### src/rtl/imm_gen_pkg.sv
// Shared types for the immediate generator: format codes, RV opcodes, skid states.
// LUI/AUIPC decoding is enabled by defining IMM_GEN_UTYPE_EN.
package imm_gen_pkg;

   typedef enum logic [2:0] {
      FMT_NONE  = 3'd0,
      FMT_I     = 3'd1,
      FMT_S     = 3'd2,
      FMT_B     = 3'd3,
      FMT_U     = 3'd4,
      FMT_J     = 3'd5,
      FMT_SHAMT = 3'd6
   } imm_fmt_t;

   localparam logic [6:0] OP_LOAD   = 7'b0000011;
   localparam logic [6:0] OP_JALR   = 7'b1100111;
   localparam logic [6:0] OP_IMM    = 7'b0010011;
   localparam logic [6:0] OP_IMM32  = 7'b0011011;
   localparam logic [6:0] OP_STORE  = 7'b0100011;
   localparam logic [6:0] OP_BRANCH = 7'b1100011;
   localparam logic [6:0] OP_JAL    = 7'b1101111;
   localparam logic [6:0] OP_LUI    = 7'b0110111;
   localparam logic [6:0] OP_AUIPC  = 7'b0010111;

   localparam logic [2:0] F3_SLL = 3'b001;
   localparam logic [2:0] F3_SRX = 3'b101;

   typedef enum logic [1:0] {
      ST_EMPTY = 2'd0,
      ST_ONE   = 2'd1,
      ST_FULL  = 2'd2
   } skid_state_t;

   function automatic logic is_shift(input logic [2:0] funct3);
      return (funct3 == F3_SLL) || (funct3 == F3_SRX);
   endfunction

endpackage

### src/rtl/imm_gen_pipe_decode.sv
// Combinational RV32I/RV64I immediate decoder: inst_code -> {imm, fmt}.
// LUI/AUIPC are recognised only when IMM_GEN_UTYPE_EN is defined.
module imm_decode
   import imm_gen_pkg::*;
#(
   parameter int XLEN = 32
) (
   input  logic [31:0]     inst_code,
   output logic [XLEN-1:0] imm,
   output imm_fmt_t        fmt
);

   logic [31:0] imm32;
   logic [2:0]  funct3;
   logic        sgn;

   assign funct3 = inst_code[14:12];
   assign sgn    = inst_code[31];

   always_comb begin
      imm32 = '0;
      fmt   = FMT_NONE;
      case (inst_code[6:0])
         OP_LOAD, OP_JALR: begin
            fmt   = FMT_I;
            imm32 = {{20{sgn}}, inst_code[31:20]};
         end
         OP_IMM: begin
            if (is_shift(funct3)) begin
               // inst[30] selects SRAI vs SRLI and must never reach the shift amount
               fmt   = FMT_SHAMT;
               imm32 = (XLEN == 64) ? {26'b0, inst_code[25:20]} : {27'b0, inst_code[24:20]};
            end else begin
               fmt   = FMT_I;
               imm32 = {{20{sgn}}, inst_code[31:20]};
            end
         end
         OP_IMM32: begin
            if (XLEN == 64) begin
               if (is_shift(funct3)) begin
                  fmt   = FMT_SHAMT;
                  imm32 = {27'b0, inst_code[24:20]};
               end else begin
                  fmt   = FMT_I;
                  imm32 = {{20{sgn}}, inst_code[31:20]};
               end
            end
         end
         OP_STORE: begin
            fmt   = FMT_S;
            imm32 = {{20{sgn}}, inst_code[31:25], inst_code[11:7]};
         end
         OP_BRANCH: begin
            fmt   = FMT_B;
            imm32 = {{19{sgn}}, sgn, inst_code[7], inst_code[30:25], inst_code[11:8], 1'b0};
         end
         OP_JAL: begin
            fmt   = FMT_J;
            imm32 = {{11{sgn}}, sgn, inst_code[19:12], inst_code[20], inst_code[30:21], 1'b0};
         end
`ifdef IMM_GEN_UTYPE_EN
         OP_LUI, OP_AUIPC: begin
            fmt   = FMT_U;
            imm32 = {inst_code[31:12], 12'b0};
         end
`endif
         default: begin
            fmt   = FMT_NONE;
            imm32 = '0;
         end
      endcase
   end

   // shift amounts carry a zero MSB, so a uniform sign extension is safe
   assign imm = XLEN'($signed(imm32));

endmodule

### src/rtl/imm_gen_pipe.sv
// Pipelined immediate generator: decoder, two-entry output skid, illegal-opcode counter.
// Define IMM_GEN_UTYPE_EN to decode LUI/AUIPC as U-format instead of illegal.
//
// state    | meaning
// ST_EMPTY | no result held, out_valid=0
// ST_ONE   | main register holds a result
// ST_FULL  | main and skid both hold results, in_ready=0
module imm_gen_pipe
   import imm_gen_pkg::*;
#(
   parameter int XLEN  = 32,
   parameter int TAG_W = 5,
   parameter int CNT_W = 16
) (
   input  logic             clk,
   input  logic             rst,
   input  logic             flush,
   input  logic             in_valid,
   output logic             in_ready,
   input  logic [31:0]      inst_code,
   input  logic [TAG_W-1:0] in_tag,
   output logic             out_valid,
   input  logic             out_ready,
   output logic [XLEN-1:0]  imm_out,
   output imm_fmt_t         fmt_out,
   output logic [TAG_W-1:0] tag_out,
   output logic [CNT_W-1:0] illegal_cnt
);

   logic [XLEN-1:0]  dec_imm;
   imm_fmt_t         dec_fmt;

   skid_state_t      state_q, state_d;
   logic             in_ready_q, in_ready_d;
   logic             out_valid_q, out_valid_d;
   logic [XLEN-1:0]  main_imm_q, main_imm_d, skid_imm_q, skid_imm_d;
   imm_fmt_t         main_fmt_q, main_fmt_d, skid_fmt_q, skid_fmt_d;
   logic [TAG_W-1:0] main_tag_q, main_tag_d, skid_tag_q, skid_tag_d;
   logic [CNT_W-1:0] cnt_q, cnt_d;
   logic             accept, drain;

   imm_decode #(.XLEN(XLEN)) u_decode (
      .inst_code (inst_code),
      .imm       (dec_imm),
      .fmt       (dec_fmt)
   );

   // a flush-cycle offer is neither stored nor counted
   assign accept = in_valid & in_ready_q & ~flush;
   assign drain  = out_valid_q & out_ready;

   always_comb begin
      state_d    = state_q;
      main_imm_d = main_imm_q;
      main_fmt_d = main_fmt_q;
      main_tag_d = main_tag_q;
      skid_imm_d = skid_imm_q;
      skid_fmt_d = skid_fmt_q;
      skid_tag_d = skid_tag_q;
      cnt_d      = cnt_q;
      case (state_q)
         ST_EMPTY: begin
            if (accept) begin
               main_imm_d = dec_imm;
               main_fmt_d = dec_fmt;
               main_tag_d = in_tag;
               state_d    = ST_ONE;
            end
         end
         ST_ONE: begin
            if (accept && !drain) begin
               skid_imm_d = dec_imm;
               skid_fmt_d = dec_fmt;
               skid_tag_d = in_tag;
               state_d    = ST_FULL;
            end else if (accept && drain) begin
               main_imm_d = dec_imm;
               main_fmt_d = dec_fmt;
               main_tag_d = in_tag;
            end else if (drain) begin
               state_d = ST_EMPTY;
            end
         end
         ST_FULL: begin
            if (drain) begin
               main_imm_d = skid_imm_q;
               main_fmt_d = skid_fmt_q;
               main_tag_d = skid_tag_q;
               state_d    = ST_ONE;
            end
         end
         default: state_d = ST_EMPTY;
      endcase
      if (flush) begin
         state_d = ST_EMPTY;
      end
      if (accept && (dec_fmt == FMT_NONE) && (cnt_q != {CNT_W{1'b1}})) begin
         cnt_d = cnt_q + CNT_W'(1);
      end
      in_ready_d  = (state_d != ST_FULL);
      out_valid_d = (state_d != ST_EMPTY);
   end

   always_ff @(posedge clk) begin
      if (rst) begin
         state_q     <= ST_EMPTY;
         in_ready_q  <= 1'b1;
         out_valid_q <= 1'b0;
         main_imm_q  <= '0;
         main_fmt_q  <= FMT_NONE;
         main_tag_q  <= '0;
         skid_imm_q  <= '0;
         skid_fmt_q  <= FMT_NONE;
         skid_tag_q  <= '0;
         cnt_q       <= '0;
      end else begin
         state_q     <= state_d;
         in_ready_q  <= in_ready_d;
         out_valid_q <= out_valid_d;
         main_imm_q  <= main_imm_d;
         main_fmt_q  <= main_fmt_d;
         main_tag_q  <= main_tag_d;
         skid_imm_q  <= skid_imm_d;
         skid_fmt_q  <= skid_fmt_d;
         skid_tag_q  <= skid_tag_d;
         cnt_q       <= cnt_d;
      end
   end

   assign in_ready    = in_ready_q;
   assign out_valid   = out_valid_q;
   assign imm_out     = main_imm_q;
   assign fmt_out     = main_fmt_q;
   assign tag_out     = main_tag_q;
   assign illegal_cnt = cnt_q;

endmodule

### config.mk
export PLATFORM = sky130hd
export DESIGN_NAME = imm_gen_pipe
export DESIGN_NICKNAME = d
export VERILOG_FILES = /design/src/rtl/imm_gen_pkg.sv /design/src/rtl/imm_gen_pipe_decode.sv /design/src/rtl/imm_gen_pipe.sv
export SDC_FILE = /design/constraint.sdc
export NUM_CORES = 1
export LEC_CHECK = 0
export BUFFER_PORTS_ARGS = -buffer_cell sky130_fd_sc_hd__buf_2
export CAP_MARGIN = 20
export CORE_UTILIZATION = 50
export DETAILED_ROUTE_END_ITERATION = 6
export PLACE_DENSITY = 0.83
export SETUP_SLACK_MARGIN = 0.5
export SLEW_MARGIN = 20
export SYNTH_ARGS = -nofsm -noshare
export SYNTH_HDL_FRONTEND = slang
export SYNTH_SLANG_ARGS = --single-unit
### constraint.sdc
create_clock -name clk -period 2.6 [get_ports clk]
set_input_delay 0.52 -clock clk [delete_from_list [all_inputs] [get_ports clk]]
set_output_delay 0.52 -clock clk [all_outputs]
set_load 0.005 [all_outputs]
### After elaboration in Yosys (flattened, before gate mapping)

Cells that the tools add are included.

* logic and storage cells: 70
* bits in registers: 100
* input bits: 42
* output and inout port bits: 58

* add/subtract/negate cells: 1
* mux-type cells: 26
* bitwise gates (word level): 4
* reduce and logical (&&, ||, !) cells: 13
* equal/unequal tests: 16

Operators with widths (number)
* 32-bit two-way mux: 5
* 32-bit one-hot mux with 5 select lines: 1
* 32-bit one-hot mux with 3 select lines: 1
* 7-bit == test, second input constant: 3
* 5-bit two-way mux: 4
* 16-bit by 1-bit adder with 16-bit output, second input constant: 1
* 16-bit inequality test, second input constant: 1
* 3-bit two-way mux: 5
* 3-bit one-hot mux with 5 select lines: 1
* 5-bit one-hot mux with 3 select lines: 1
* 2-bit two-way mux: 6
* 2-bit inequality test, second input constant: 5
* 3-bit one-hot mux with 3 select lines: 1
* 7-bit by 2-bit == test with 1-bit output, second input constant: 1
* 7-bit by 5-bit == test with 1-bit output, second input constant: 1
* 7-bit by 6-bit == test with 1-bit output, second input constant: 1
* 2-bit one-hot mux with 3 select lines: 1
* 5-bit AND reduction: 1
* 1-bit logical AND: 4
* 1-bit AND: 3
* 3-bit by 1-bit == test with 1-bit output, second input constant: 1
* 3-bit == test, second input constant: 1
* 3-bit zero test: 1
* 3-bit nonzero test: 1
* other kinds (9): 9

### Longest topological paths before layout

* depth in word-level cells: 8
* gate-level depth with buffers: 7
* depth with buffers taken out: 6

### Cells and area by module

Synthesis repeated with hierarchy kept, for this count alone.

* cells, all modules: 547
* area, all modules: 4710.8 um^2

By module, submodules not included
* imm_gen_pipe: times used 1, area each 4196.5 um^2, sequential area each 2001.9 um^2, cells an instance 472
* imm_decode: times used 1, area each 514.2 um^2, sequential area each 0.0 um^2, cells an instance 75

### Worst setup path before layout

OpenSTA, ideal clock, no wires.

* path type: input -> register
* start point: input port inst_code[5]
* end point: register cnt_q[10] (netlist: illegal_cnt[10])
* library setup time: 0.121 ns
* stages: 6
* data arrival time: 1.841 ns
* data required time: 2.479 ns
* setup slack: 0.637 ns
* buffers on the path: 1
* cells stage by stage: buf_4 mux2_4 o22ai_4 nor4b_4 and2b_1 mux2_4

* word-level cells in the longest chain between the ends: 6
* elaborated cells on any way between the ends: 11
* classes of those cells: eq/ne (6); mux (1); reduce/logical (4)

RTL lines
* start: declaration: RTL line imm_gen_pipe.sv:20 `input logic [31:0] inst_code,`
* 7-bit by 2-bit == test with 1-bit output or 7-bit == test (tied branches): RTL line imm_gen_pipe_decode.sv:23 `case (inst_code[6:0])`
* 2-bit OR reduction: RTL line imm_gen_pipe_decode.sv:23
* 3-bit one-hot mux with 5 select lines (*): RTL line imm_gen_pipe_decode.sv:23
* 3-bit zero test (*): RTL line imm_gen_pipe.sv:97 `if (accept && (dec_fmt == FMT_NONE) && (cnt_q != {CNT_W{1'b1}})) begin`
* 1-bit logical AND (*) (2 in series): RTL line imm_gen_pipe.sv:97
* end signal: assignment: RTL line imm_gen_pipe.sv:126 `cnt_q <= cnt_d;`
* end: declaration: RTL line imm_gen_pipe.sv:39 `logic [CNT_W-1:0] cnt_q, cnt_d;`

Every way passes the cells marked *; elsewhere a longest branch is shown, timed or not.
A chain may end at the register's enable or synchronous reset.

### Final worst setup path

* start point: register state_q[1]
* end point: register main_imm_q[19] (netlist: imm_out[19])

* word-level cells in the longest chain between the ends: 3
* elaborated cells on any way between the ends: 10
* classes of those cells: eq/ne (6); mux (1); reduce/logical (3)

RTL lines
* start: declaration: RTL line imm_gen_pipe.sv:33 `skid_state_t state_q, state_d;`
* start signal: assignment: RTL line imm_gen_pipe.sv:117 `state_q <= state_d;`
* 2-bit by 1-bit == test with 1-bit output (tied with other cells): RTL line imm_gen_pipe.sv:61 `case (state_q)`
* 2-bit inequality test (no line) or 3-bit nonzero test (tied branches)
* 5-bit AND reduction (no line)
* end signal: assignment: RTL line imm_gen_pipe.sv:120 `main_imm_q <= main_imm_d;`
* end: declaration: RTL line imm_gen_pipe.sv:36 `logic [XLEN-1:0] main_imm_q, main_imm_d, skid_imm_q, skid_imm_d;`

Parallel ways exist; a longest one is shown, timed or not.

==> metrics.csv <==
metric,value,unit
status,finished clean,
Adder-Cell Fraction of Synth Area,0.324,%
main flop type after synthesis,dfxtp_1,
Max-cap violations,0,
Hold WC Path Type,input pin to flop,
Switching Power,615,uW
initial antenna violation count,0,
internal power,1.75,mW
relative slew slack,47.6,%
Routed Antenna Nets,0,
dominant cells by area after synthesis,"dfxtp_1, nor2_1, nand2_1",
"area leader, netlist",dfxtp_1,
CTS sink cnt,78,
unrepaired setup endpoints after global routing,false,
fill count,636,
crit path kind,flop to flop,
Detailed Route WL,9.94,mm
"FFs w/ async S/R, synth",0,%
Num CTS Buffers,9,
Yosys warning total,0,
Skew-Pair Late Insertion Delay,360,ps
die height,89.9,um
first-pass GRT wire length,16.3,mm
RePlAce Congestion,0.861,
via-per-instance ratio,5.83,
xor/xnor share of the synthesized area,1.36,%
P_leak,1.90,nW
Tightest Pin Transition,786,ps
Final Hold Violating Endpoints,0,
startpoint types,flop,
Post-Syn Nets,503,
grt ovf,0,
hold depth,2,
simple-gate area share of the yosys netlist,29.3,%
top-count cell post-synth,dfxtp_1,
max frequency,0.490,GHz
clk_skew,10.8,ps
Seq cells post-synth,78,
Worst Reg-to-Reg Cells,5,
Slew Limit Fails,0,
fraction of layout cells with a size suffix above 1,27.6,%
I/O pins,100,
n_diodes,0,
Post-Synthesis Cell Area,3860,um2
sequential cell area fraction in the yosys report,40.5,%
Port Buf Inserts,99,
final setup fails,0,
peak supply drop,0.000305,V
Clock Tree Root,clkbuf_8,
Compound-Gate Fraction of Synth Area,20.2,%
library cells used by synthesis,60,
share of the synthesized area in the top cell type,40.5,%
DR DRC count,0,
Clock Power Share,37.7,%
CP arrival,2290,ps
synthesized area per cell,8.39,um2
pin count of the biggest net entering global routing,43,
switching share of power,26.0,%
core area,7370,um2
Die Wd,89.9,um
die area,8070,um2
sequential share of power,52.2,%
setup_tns,0,ps
"EDFF count, synth",0,
Layout area overhead,18.3,%
number of global-route vias before repair,3417,
"top cells by count, synth","dfxtp_1, nor2_1, nand2_1",
Post-Syn Instances,460,
HPWL Detailed,6.83,mm
clk buf depth,2,
"CTS clk-pin slew, worst paths",80,ps
number of DRC markers in iteration 0,253,
CTS tree,done,
final worst path period need,2040,ps
total power,2.36,mW
power per cell area,518,nW/um2
depth of the CTS H-tree,3,
CP required,2850,ps
largest family of logic cells by synthesized area,simple AND/OR/NAND/NOR gates,
multiplexer share of the synthesized area,1.62,%
cell row count,31,
initial core utilization,52.4,%
drt pass-1 iters,5,
crit-path max FO,13,
Critical Path End Type,flop,
DR vias,3767,
WL per Instance,15.4,um
# nets final,585,
combinational fraction of design power,10.1,%
Final period util,78.5,%
Total GRT Usage,24.6,%
[critical path: stages, from the launching register on]
cell and delay (ps):
dfxtp_1 450, and4bb_4 300, o21ba_2 280, a21oi_2 600
nor3_1 120, a22o_1 200
[final cells by class]
cell class	instances	area (um2)	area share (%)
Timing Repair Buffer	113	601	13.2
Tap cell	99	124	2.71
Inverter	8	30.0	0.658
Clock buffer	9	124	2.71
Sequential cell	78	1560	34.2
Clock inverter	7	65.1	1.42
Multi-Input combinational cell	332	2060	45.2
[placed cells by master, fill, tap and decap left out, types with 5 or more instances in the layout]
| cell | count |
|---|---|
| a211oi_1 | 15 |
| a21oi_1 | 33 |
| a22o_1 | 8 |
| a311oi_1 | 14 |
| and2_1 | 5 |
| and3_1 | 6 |
| buf_2 | 99 |
| buf_4 | 14 |
| clkbuf_8 | 9 |
| dfxtp_1 | 78 |
| inv_1 | 8 |
| nand2_1 | 49 |
| nand3_1 | 30 |
| nor2_1 | 51 |
| nor2b_1 | 6 |
| nor3_1 | 32 |
| xnor2_1 | 6 |
[metal layers]
metal	vias to the layer above	track usage (%)	part of all wire, %
met3	19	5.16	7.6
met2	169	39.5	48
met4	0	9.54	1.7
li1	1830	-	-
met5	-	0	0
met1	1749	32.4	43
[cells by family (layout without fill, tap and decap cells)]
kind of cell,Yosys count,count (layout)
buf+inv,51,137
xor+xnor,6,6
mux,5,5
flops,78,78
compound gates,106,107
fa+ha+maj,1,1
simple gates,213,213
[registers in the layout (all words and copies together), names as in the netlist]
register and cells:
fmt_out 3, skid_imm_q 21, skid_tag_q 5, illegal_cnt 16
out_valid 1, skid_fmt_q 3, in_ready 1, imm_out 21
tag_out 5, state_q 2
[worst paths after layout]
check,end,slack (ps),from
max reg2reg,imm_out[19],560,state_q[1]
max,imm_out[19],560,state_q[1]
min,state_q[0],380,flush
min reg2reg,imm_out[2],460,imm_out[2]
[timing repair]
action	CTS	global route
resized for setup	0	2
hold buffers	0	0
buffers inserted	0	2
setup endpoints to repair	0	25
[power groups by stage]
stage	combinational, mW	clock [mW]	sequential [mW]
4_1_cts	0.231	0.902	1.23
3_3_place_gp	0.223	0	1.26
6_report	0.239	0.891	1.23
5_1_grt	0.262	0.968	1.24
2_1_floorplan	0.149	0	1.26
3_5_place_dp	0.230	0	1.26
[through the flow]
| stage | area (um2) | utilization [%] | instances | hold WS (ps) | worst slack, ps |
|---|---|---|---|---|---|
| finish | 4570 | 62.0 | 646 | 382 | 559 |
| global placement | 4350 | 59.0 | 627 | 438 | 390 |
| floorplan | 3860 | - | 460 | 432 | 637 |
| detailed placement | 4350 | 59.0 | 627 | 446 | 318 |
| global route | 4570 | 62.0 | 646 | 386 | 503 |
| CTS | 4540 | 61.5 | 643 | 377 | 551 |
Note: power is estimated with default switching activity, not from simulation.
